$ cat config.mk
export PLATFORM = sky130hd
export DESIGN_NAME = thread_alu_sequencer_flat
export DESIGN_NICKNAME = d
export VERILOG_FILES = /design/src/rtl/gpu_pkg.sv /design/src/rtl/thread_alu_sequencer_if.sv /design/src/rtl/thread_regfile.sv /design/src/rtl/thread_alu_sequencer.sv /design/src/flat_wrapper.sv
export SDC_FILE = /design/constraint.sdc
export NUM_CORES = 1
export LEC_CHECK = 0
export CORE_ASPECT_RATIO = 0.75
export CORE_MARGIN = 4
export CORE_UTILIZATION = 45
export CTS_CLUSTER_DIAMETER = 120
export DETAILED_ROUTE_END_ITERATION = 10
export PLACE_DENSITY = 0.61
export SETUP_SLACK_MARGIN = 0.4
export SLEW_MARGIN = 15
export SYNTH_ARGS = -nofsm -noshare
export SYNTH_HDL_FRONTEND = slang
export SYNTH_SLANG_ARGS = --single-unit
$ cat constraint.sdc
create_clock -name clk -period 2.66 [get_ports clk]
set_clock_uncertainty 0.2 [all_clocks]
set_input_delay 0.266 -clock clk [delete_from_list [all_inputs] [get_ports clk]]
set_output_delay 0.266 -clock clk [all_outputs]
set_load 0.1 [all_outputs]
$ cat src/rtl/gpu_pkg.sv
// gpu_pkg: shared opcode encoding, instruction field positions and sequencer state type.
package gpu_pkg;
    localparam int DATA_WIDTH = 16;
    localparam int OPC_LSB = 12;
    localparam int RD_LSB = 8;
    localparam int RS1_LSB = 4;
    localparam int RS2_LSB = 0;
    localparam int IMM_LSB = 0;
    // Values double as the ALU's alu_control encoding.
    typedef enum logic [3:0] {
        OP_ADD = 4'h0,
        OP_SUB = 4'h1,
        OP_MUL = 4'h2,
        OP_AND = 4'h3,
        OP_OR  = 4'h4,
        OP_XOR = 4'h5,
        OP_LDI = 4'h6,
        OP_NOP = 4'h7
    } opcode_t;
    typedef enum logic [1:0] {IDLE, READ, EXEC, WB} state_t;
    function automatic logic is_alu(logic [3:0] op);
        return op <= OP_XOR;
    endfunction
endpackage

$ cat src/rtl/thread_alu_sequencer_if.sv
// thread_alu_sequencer_if: instruction handshake plus ALU operand/result bus.
interface thread_alu_sequencer_if #(parameter int DATA_WIDTH = 16);
    logic                  instr_valid;
    logic [15:0]           instr;
    logic                  instr_ready;
    logic [DATA_WIDTH-1:0] alu_a;
    logic [DATA_WIDTH-1:0] alu_b;
    logic [3:0]            alu_control;
    logic [DATA_WIDTH-1:0] alu_result;
    logic                  alu_zero;
    modport master (
        input  instr_valid, instr, alu_result, alu_zero,
        output instr_ready, alu_a, alu_b, alu_control
    );
    modport slave (
        output instr_valid, instr, alu_result, alu_zero,
        input  instr_ready, alu_a, alu_b, alu_control
    );
endinterface

$ cat src/rtl/thread_regfile.sv
// thread_regfile: two combinational read ports, one debug read, one sync write; R0 reads zero.
module thread_regfile #(
    parameter int NUM_REGS   = 16,
    parameter int DATA_WIDTH = 16,
    parameter int AW         = $clog2(NUM_REGS)
) (
    input  logic                  clk,
    input  logic                  reset,
    input  logic [AW-1:0]         ra1,
    input  logic [AW-1:0]         ra2,
    input  logic [AW-1:0]         dbg_addr,
    input  logic                  we,
    input  logic [AW-1:0]         wa,
    input  logic [DATA_WIDTH-1:0] wd,
    output logic [DATA_WIDTH-1:0] rd1,
    output logic [DATA_WIDTH-1:0] rd2,
    output logic [DATA_WIDTH-1:0] dbg_data
);
    logic [DATA_WIDTH-1:0] regs [NUM_REGS];
    always_ff @(posedge clk) begin
        if (reset) begin
            for (int i = 0; i < NUM_REGS; i++) regs[i] <= '0;
        end else if (we && wa != '0) begin
            regs[wa] <= wd;
        end
    end
    assign rd1      = (ra1 == '0) ? '0 : regs[ra1];
    assign rd2      = (ra2 == '0) ? '0 : regs[ra2];
    assign dbg_data = (dbg_addr == '0) ? '0 : regs[dbg_addr];
endmodule

$ cat src/rtl/thread_alu_sequencer.sv
// thread_alu_sequencer: runs one instruction at a time through READ/EXEC/WB against an external ALU.
module thread_alu_sequencer
    import gpu_pkg::*;
#(
    parameter int NUM_REGS   = 16,
    parameter int DATA_WIDTH = gpu_pkg::DATA_WIDTH
) (
    input  logic                          clk,
    input  logic                          reset,
    thread_alu_sequencer_if.master        bus,
    output logic                          done,
    output logic                          illegal,
    output logic                          zero_flag,
    input  logic [3:0]                    dbg_addr,
    output logic [DATA_WIDTH-1:0]         dbg_data
);
    localparam int AW = $clog2(NUM_REGS);
    state_t                state;
    logic [15:0]           ir;
    logic [DATA_WIDTH-1:0] res;
    logic                  zcap;
    logic [DATA_WIDTH-1:0] rd1;
    logic [DATA_WIDTH-1:0] rd2;
    logic [3:0]            op;
    logic                  we;
    logic [DATA_WIDTH-1:0] wd;
    assign op = ir[OPC_LSB +: 4];
    assign we = (state == WB) && (is_alu(op) || op == OP_LDI);
    assign wd = (op == OP_LDI) ? DATA_WIDTH'(ir[IMM_LSB +: 8]) : res;
    thread_regfile #(.NUM_REGS(NUM_REGS), .DATA_WIDTH(DATA_WIDTH)) u_rf (
        .clk      (clk),
        .reset    (reset),
        .ra1      (ir[RS1_LSB +: AW]),
        .ra2      (ir[RS2_LSB +: AW]),
        .dbg_addr (dbg_addr[AW-1:0]),
        .we       (we),
        .wa       (ir[RD_LSB +: AW]),
        .wd       (wd),
        .rd1      (rd1),
        .rd2      (rd2),
        .dbg_data (dbg_data)
    );
    always_ff @(posedge clk) begin
        if (reset) begin
            state           <= IDLE;
            ir              <= '0;
            res             <= '0;
            zcap            <= 1'b0;
            bus.instr_ready <= 1'b1;
            bus.alu_a       <= '0;
            bus.alu_b       <= '0;
            bus.alu_control <= '0;
            done            <= 1'b0;
            illegal         <= 1'b0;
            zero_flag       <= 1'b0;
        end else begin
            done    <= 1'b0;
            illegal <= 1'b0;
            case (state)
                IDLE: if (bus.instr_valid) begin
                    ir              <= bus.instr;
                    bus.instr_ready <= 1'b0;
                    state           <= READ;
                end
                READ: begin
                    bus.alu_a       <= rd1;
                    bus.alu_b       <= rd2;
                    bus.alu_control <= op;
                    state           <= EXEC;
                end
                EXEC: begin
                    res   <= bus.alu_result;
                    zcap  <= bus.alu_zero;
                    state <= WB;
                end
                default: begin
                    if (is_alu(op)) zero_flag <= zcap;
                    done            <= 1'b1;
                    illegal         <= op[3];
                    bus.instr_ready <= 1'b1;
                    state           <= IDLE;
                end
            endcase
        end
    end
endmodule

$ cat src/flat_wrapper.sv
// flat-port wrapper written by rule: the top's interface ports become plain ports
module thread_alu_sequencer_flat import gpu_pkg::*;
#(
    parameter int NUM_REGS   = 16,
    parameter int DATA_WIDTH = gpu_pkg::DATA_WIDTH
)
  (clk, reset, done, illegal, zero_flag, dbg_addr, dbg_data, bus_instr_valid, bus_instr, bus_alu_result, bus_alu_zero, bus_instr_ready, bus_alu_a, bus_alu_b, bus_alu_control);
  thread_alu_sequencer_if #(.DATA_WIDTH(DATA_WIDTH)) bus_i ();
  input  logic clk;
  input  logic reset;
  output logic done;
  output logic illegal;
  output logic zero_flag;
  input  logic [3:0] dbg_addr;
  output logic [DATA_WIDTH-1:0] dbg_data;
  input wire logic [$bits(bus_i.instr_valid)-1:0] bus_instr_valid;
  input wire logic [$bits(bus_i.instr)-1:0] bus_instr;
  input wire logic [$bits(bus_i.alu_result)-1:0] bus_alu_result;
  input wire logic [$bits(bus_i.alu_zero)-1:0] bus_alu_zero;
  output wire logic [$bits(bus_i.instr_ready)-1:0] bus_instr_ready;
  output wire logic [$bits(bus_i.alu_a)-1:0] bus_alu_a;
  output wire logic [$bits(bus_i.alu_b)-1:0] bus_alu_b;
  output wire logic [$bits(bus_i.alu_control)-1:0] bus_alu_control;
  assign bus_i.instr_valid = bus_instr_valid;
  assign bus_i.instr = bus_instr;
  assign bus_i.alu_result = bus_alu_result;
  assign bus_i.alu_zero = bus_alu_zero;
  assign bus_instr_ready = bus_i.instr_ready;
  assign bus_alu_a = bus_i.alu_a;
  assign bus_alu_b = bus_i.alu_b;
  assign bus_alu_control = bus_i.alu_control;
  thread_alu_sequencer #(.NUM_REGS(NUM_REGS), .DATA_WIDTH(DATA_WIDTH)) u_core (.clk(clk), .reset(reset), .bus(bus_i), .done(done), .illegal(illegal), .zero_flag(zero_flag), .dbg_addr(dbg_addr), .dbg_data(dbg_data));
endmodule
# [Word-level counts from Yosys, hierarchy flattened]
# Memory sizes are Yosys's and may differ from the RTL's. A register that Yosys moved wholly into a read port is not among the register bits.
# Index checks and enable logic that the tools add are counted.
[op_classes] n_addsub=0 multipliers=0 div=0 order_cmp=1 n_eq_ne=5 shifts=0 mux=21 n_bitwise=2 n_reduce_logical=15
[ops] op="16-bit two-way mux" count=5
[ops] op="4-bit two-way mux" count=5
[ops] op="16-bit OR reduction" count=1
[ops] op="4-bit logical NOT" count=3
[ops] op="1-bit two-way mux" count=8
[ops] op="2-bit case mux with 3 select lines" count=1
[ops] op="2-bit AND reduction" count=3
[ops] op="2-bit == test (second input constant)" count=2
[ops] op="4-bit by 3-bit == test with 1-bit output (second input constant)" count=1
[ops] op="4-bit by 3-bit <= comparator with 1-bit output (second input constant)" count=1
[ops] op="4-bit nonzero test" count=1
[ops] op="4-bit OR reduction" count=1
[ops] op="3-bit OR reduction" count=1
[ops] op="2-bit by 1-bit == test with 1-bit output (second input constant)" count=1
[ops] op="1-bit logical AND" count=2
[ops] op="2-bit logical NOT" count=1
[ops] op="2-bit two-way mux" count=1
[ops] op="2-bit != test (second input constant)" count=1
[ops] op="1-bit NOT" count=2
[ops] op="1-bit case mux with 2 select lines" count=1
[ops] op="2-bit OR reduction" count=1
[ops] op="1-bit logical OR" count=1
[word_totals] regBits=75 latch_bits=0 mem_bits_rw=256 rom_bits=0 input_bits=40 out_inout_bits=56 n_memories=1
[mem_list] name="u_core.u_rf.regs" words=16 word_bits=16 rd=3 rd_ports_with_merged_regs=2 write_ports=16 line="thread_regfile.sv:19" source="logic [DATA_WIDTH-1:0] regs [NUM_REGS];"

# [Longest topological paths before layout]
[logic_depth] word_depth=9 depth_mapped=10 ltp_nobuf=6

# [Hierarchy]
# A second synthesis with hierarchy kept.
[unflattened] hier_cells=1232 area_unflattened_um2=18021.0
[by_module_without_submodules] mod="thread_regfile" n_inst=1 cells_per_inst=938 area_per_inst_um2=15140.8 seq_area_each_um2=7236.9
[by_module_without_submodules] mod="thread_alu_sequencer" n_inst=1 cells_per_inst=294 area_per_inst_um2=2880.3 seq_area_each_um2=1501.4

# [Worst setup path after synthesis]
# OpenSTA, ideal clock, no wires.
[synth_timing] path_type="input port to output port" startpoint="in dbg_addr[0]" endpoint="out dbg_data[14]" arrival_ps=3274 required_time_ps=2194 slack_ps=-1080 cell_stages=4 path_buffers=2 path_cell_list="buf_6 > buf_2 > mux4_2 > o21ai_0"
[synth_between] elab_chain_cells=2
[synth_lines] element="from (decl)" line="flat_wrapper.sv:14" source="input logic [3:0] dbg_addr;"
[synth_lines] element="memory read 16 x 16 bit / 4-bit logical NOT (equally long branches)"
[synth_lines] element="16-bit two-way mux *" line="thread_regfile.sv:29" source="assign dbg_data = (dbg_addr == '0) ? '0 : regs[dbg_addr];"
[synth_lines] element="to (decl)" line="flat_wrapper.sv:15" source="output logic [DATA_WIDTH-1:0] dbg_data;"
# Every way passes the cells marked *; elsewhere a longest branch is shown, timed or not.

==> flow_summary.toml <==
[run_status]
status = "completed"

[logic_synthesis]
synth_edf_count = 256
synth.mux.area_fraction_pct = 27.6
synth_area_per_cell_um2 = 13.7
asyncSetResetFlopFracSynth_pct = 0
synth_xor_xnor_area_share_pct = 0
synth_seq_area_share_pct = 52.1
main_combinational_cell_family_by_area_after_synthesis = "multiplexers"
synthDominantAreaCellType = "sky130_fd_sc_hd__edfxtp_1"
synthTopCellsByArea = "sky130_fd_sc_hd__edfxtp_1 43%, sky130_fd_sc_hd__mux4_2 22%, sky130_fd_sc_hd__dfxtp_1 9.3%"
synthSimpleGateAreaFrac_pct = 10.2
synth_top_area_share_pct = 42.8
synth.yosys.warnings = 0
synthAdderAreaFrac_pct = 0.348
synth.distinct_cells = 36
synth_cells = 1313
dominantRegCellSynth = "sky130_fd_sc_hd__edfxtp_1"
synth_area_in_compound_gates_pct = 5.85
syn-cell-area_um2 = 18000
postSynthRegisterBits = 339

[setup_path]
crit_path_largest_cell_delay_ps = 490
crit-reg2reg-capture = "u_core.bus.alu_a[15]"
timing.rr.start = "u_core.state[1]"
critical_path_required_ps = 2190
path_cells = "mux4_2 -> mux2_4 -> nand2_4 -> o21ai_4 -> buf_12"
reg2regPathDepth = 8
critical_path.startpoint_type = "flip-flop"
worst_path_max_delay_cell = "sky130_fd_sc_hd__mux4_2"
criticalPathCategory = "reg2out"
critical_path.endpoint_type = "output pin"
r2r_slack_ps = 490
crit_start = "u_core.u_rf.regs[15][14]"
worstPathMaxFanout = 2
worstPathArrival_ps = 2050

[grt]
grt_start_max_net_pins = 65
first_global_vias = 12500
overflow = 0
global_route_wire_length_before_repair_um = 85700
gr-usage-all-layers_pct = 27.1
grt_antenna_before_repair = 0

[layout]
nets = 1524
layout_common_cells = "268 x sky130_fd_sc_hd__nor2_1, 256 x sky130_fd_sc_hd__edfxtp_1, 176 x sky130_fd_sc_hd__mux4_2"
antenna-diode-count = 0
syn2layout_area_growth_pct = 23.6
proportion_of_layout_cells_with_a_drive_suffix_above_1_pct = 36.3
final_util_pct = 56.2
most_frequent_standard_cell_in_the_layout_excluding_fill_and_tap_cells = "sky130_fd_sc_hd__nor2_1"

[drt]
number_of_vias_after_detailed_routing = 12800
postRouteAntennaNets = 0
post_drt_via_cell_ratio = 6.33
drt-pass1-iter-count = 7
postRouteWirelength_um = 59100
post_drt_wl_per_cell_um = 29.2
remaining_drc_errors = 0
number_of_drc_markers_after_the_initial_detailed_route_iteration = 1605

[sta]
final_critical_path_setup_slack_ps = 139
actual_transition_at_the_worst_max_transition_pin_ps = 622
relative_slew_slack_pct = 58.5
timing.hold.ws_ps = 81.9
layout_worst_path_cycle_share_pct = 94.8
maxSlewViolCount = 0
setup_violations = 0
achievable-frequency_ghz = 0.397
hold_violations = 0
unrepaired_setup_endpoints_after_global_routing = "yes"
setup_total_neg_slack_ps = 0
layout_min_cycle_time_ps = 2520

[power]
vdd_drop_max_mv = 0.416
cellLeakagePower_nw = 7.53
total_power_mw = 14.0
pwr_cell_area_nw_per_um2 = 632

[clocking]
htree_levels = 2
number_of_buffers_created_by_cts = 35
tritoncts = "done"
cts_buffer_depth = 3
insertion_delay_ps = 530
clock_sink_count = 339
cts_root_buffer = "sky130_fd_sc_hd__clkbuf_16"
cts.clk_slew.worst_paths_ps = 60

[floorplanning]
fp-row-count = 63
design.die.area_um2 = 43200
design.core.area_um2 = 39500
die_h_um = 181
floorplan.die.width_um = 239
top_level_ports = 96
starting_density_pct = 45.5

[job]
max_cap_violations = 0

[min_path]
min_path_type = "in2reg"
hold_start = "bus_instr[14]"
min_delay_path_depth = 3
whs_endpoint = "u_core.ir[14]"

[place]
detailed_place_hpwl_um = 36300
finalWeightedCongestion = 0.860
placement.setup.worst_slack_ps = 200
portBuffers = 95
## layout make-up
cell class              instances  area (um^2)
multi-input cells             839         8500
flip-flops and latches        339         9360
inverters                      34          128
fillers                      3158        17300
clock buffers                  45         1000
well taps                     520          651
clock inverters                18          155
repair buffers                230         2400
## critical path: cells and delay by family (launching register included)
family,cells,cell delay [ps]
buffers and inverters,1,170
muxes,2,780
AOI/OAI and AO/OA,1,70
and+or+nand+nor,1,80
DFF,1,430
## metrics by stage
step / std cells / instance area (um^2)
6_report: 2025 / 22200
5_1_grt: 2025 / 22200
4_1_cts: 2000 / 21900
3_5_place_dp: 1916 / 20300
3_3_place_gp: 1916 / 20300
2_1_floorplan: 1328 / 18200
## logic make-up after synthesis
kind of cell / Yosys count
adders and majority gates: 5
other: 1
buffers and inverters: 150
DFF: 339
muxes: 273
and+or+nand+nor: 416
AOI/OAI and AO/OA: 129
## synthesized netlist by cell type (2+ instances only)
cell	count
sky130_fd_sc_hd__nor2_1	269
sky130_fd_sc_hd__edfxtp_1	256
sky130_fd_sc_hd__mux4_2	176
sky130_fd_sc_hd__dfxtp_1	83
sky130_fd_sc_hd__mux2i_1	81
sky130_fd_sc_hd__nand2_1	76
sky130_fd_sc_hd__buf_2	49
sky130_fd_sc_hd__a21oi_1	48
sky130_fd_sc_hd__clkbuf_1	46
sky130_fd_sc_hd__inv_1	34
sky130_fd_sc_hd__nand2b_1	32
sky130_fd_sc_hd__o211ai_1	32
sky130_fd_sc_hd__a2bb2oi_2	20
sky130_fd_sc_hd__mux2_2	16
sky130_fd_sc_hd__a221o_1	15
sky130_fd_sc_hd__a2bb2oi_1	12
sky130_fd_sc_hd__nand3_2	10
sky130_fd_sc_hd__buf_4	9
sky130_fd_sc_hd__nor2b_1	8
sky130_fd_sc_hd__buf_6	7
sky130_fd_sc_hd__buf_1	5
sky130_fd_sc_hd__ha_1	5
sky130_fd_sc_hd__nand4_1	4
sky130_fd_sc_hd__nand3b_1	3
sky130_fd_sc_hd__and2_1	2
sky130_fd_sc_hd__and4_4	2
sky130_fd_sc_hd__nand3_1	2
sky130_fd_sc_hd__nand4b_2	2
sky130_fd_sc_hd__or4_4	2
## flip-flops by register name, indices dropped and copies added, names as in the netlist, 2 cells and up, named ones only
register and count:
u_core.u_rf.regs 256, u_core.bus.alu_a 16, u_core.bus.alu_b 16, u_core.ir 16
u_core.res 16, u_core.bus.alu_control 4, u_core.state 2
## worst max path at each step
stage               slack (ps)  cells after the start      endpoint
detailed placement         200                      7   dbg_data[9]
global placement           220                      7   dbg_data[9]
global route                90                      5  dbg_data[14]
finish                     140                      5  dbg_data[14]
floorplan                  200                      4  dbg_data[14]
CTS                        160                      5  dbg_data[13]
## routing by layer
metal	vias up	global-route usage [%]	wire length, um
met5	-	0	0
met2	774	41.0	26700
met4	0	9.03	2240
met1	6562	38.4	23900
li1	5337	-	-
met3	141	7.23	6240
## what timing repair did
action / 4_1_cts / 5_1_grt
hold buffers: 1 / 0
hold endpoints to repair: 2 / 0
endpoints found under the setup margin: 34 / 100
gates resized for setup: 48 / 20
buffers inserted: 20 / 25
pin swaps: 15 / 13
## where the power goes
part	switching, mW	internal (mW)	total, mW
sequential	0.239	5.93	6.17
combinational	1.63	1.21	2.85
clock	2.13	2.87	5.00
total	4.01	10.0	14.0
No activity file was read; power rests on OpenSTA's default activity.
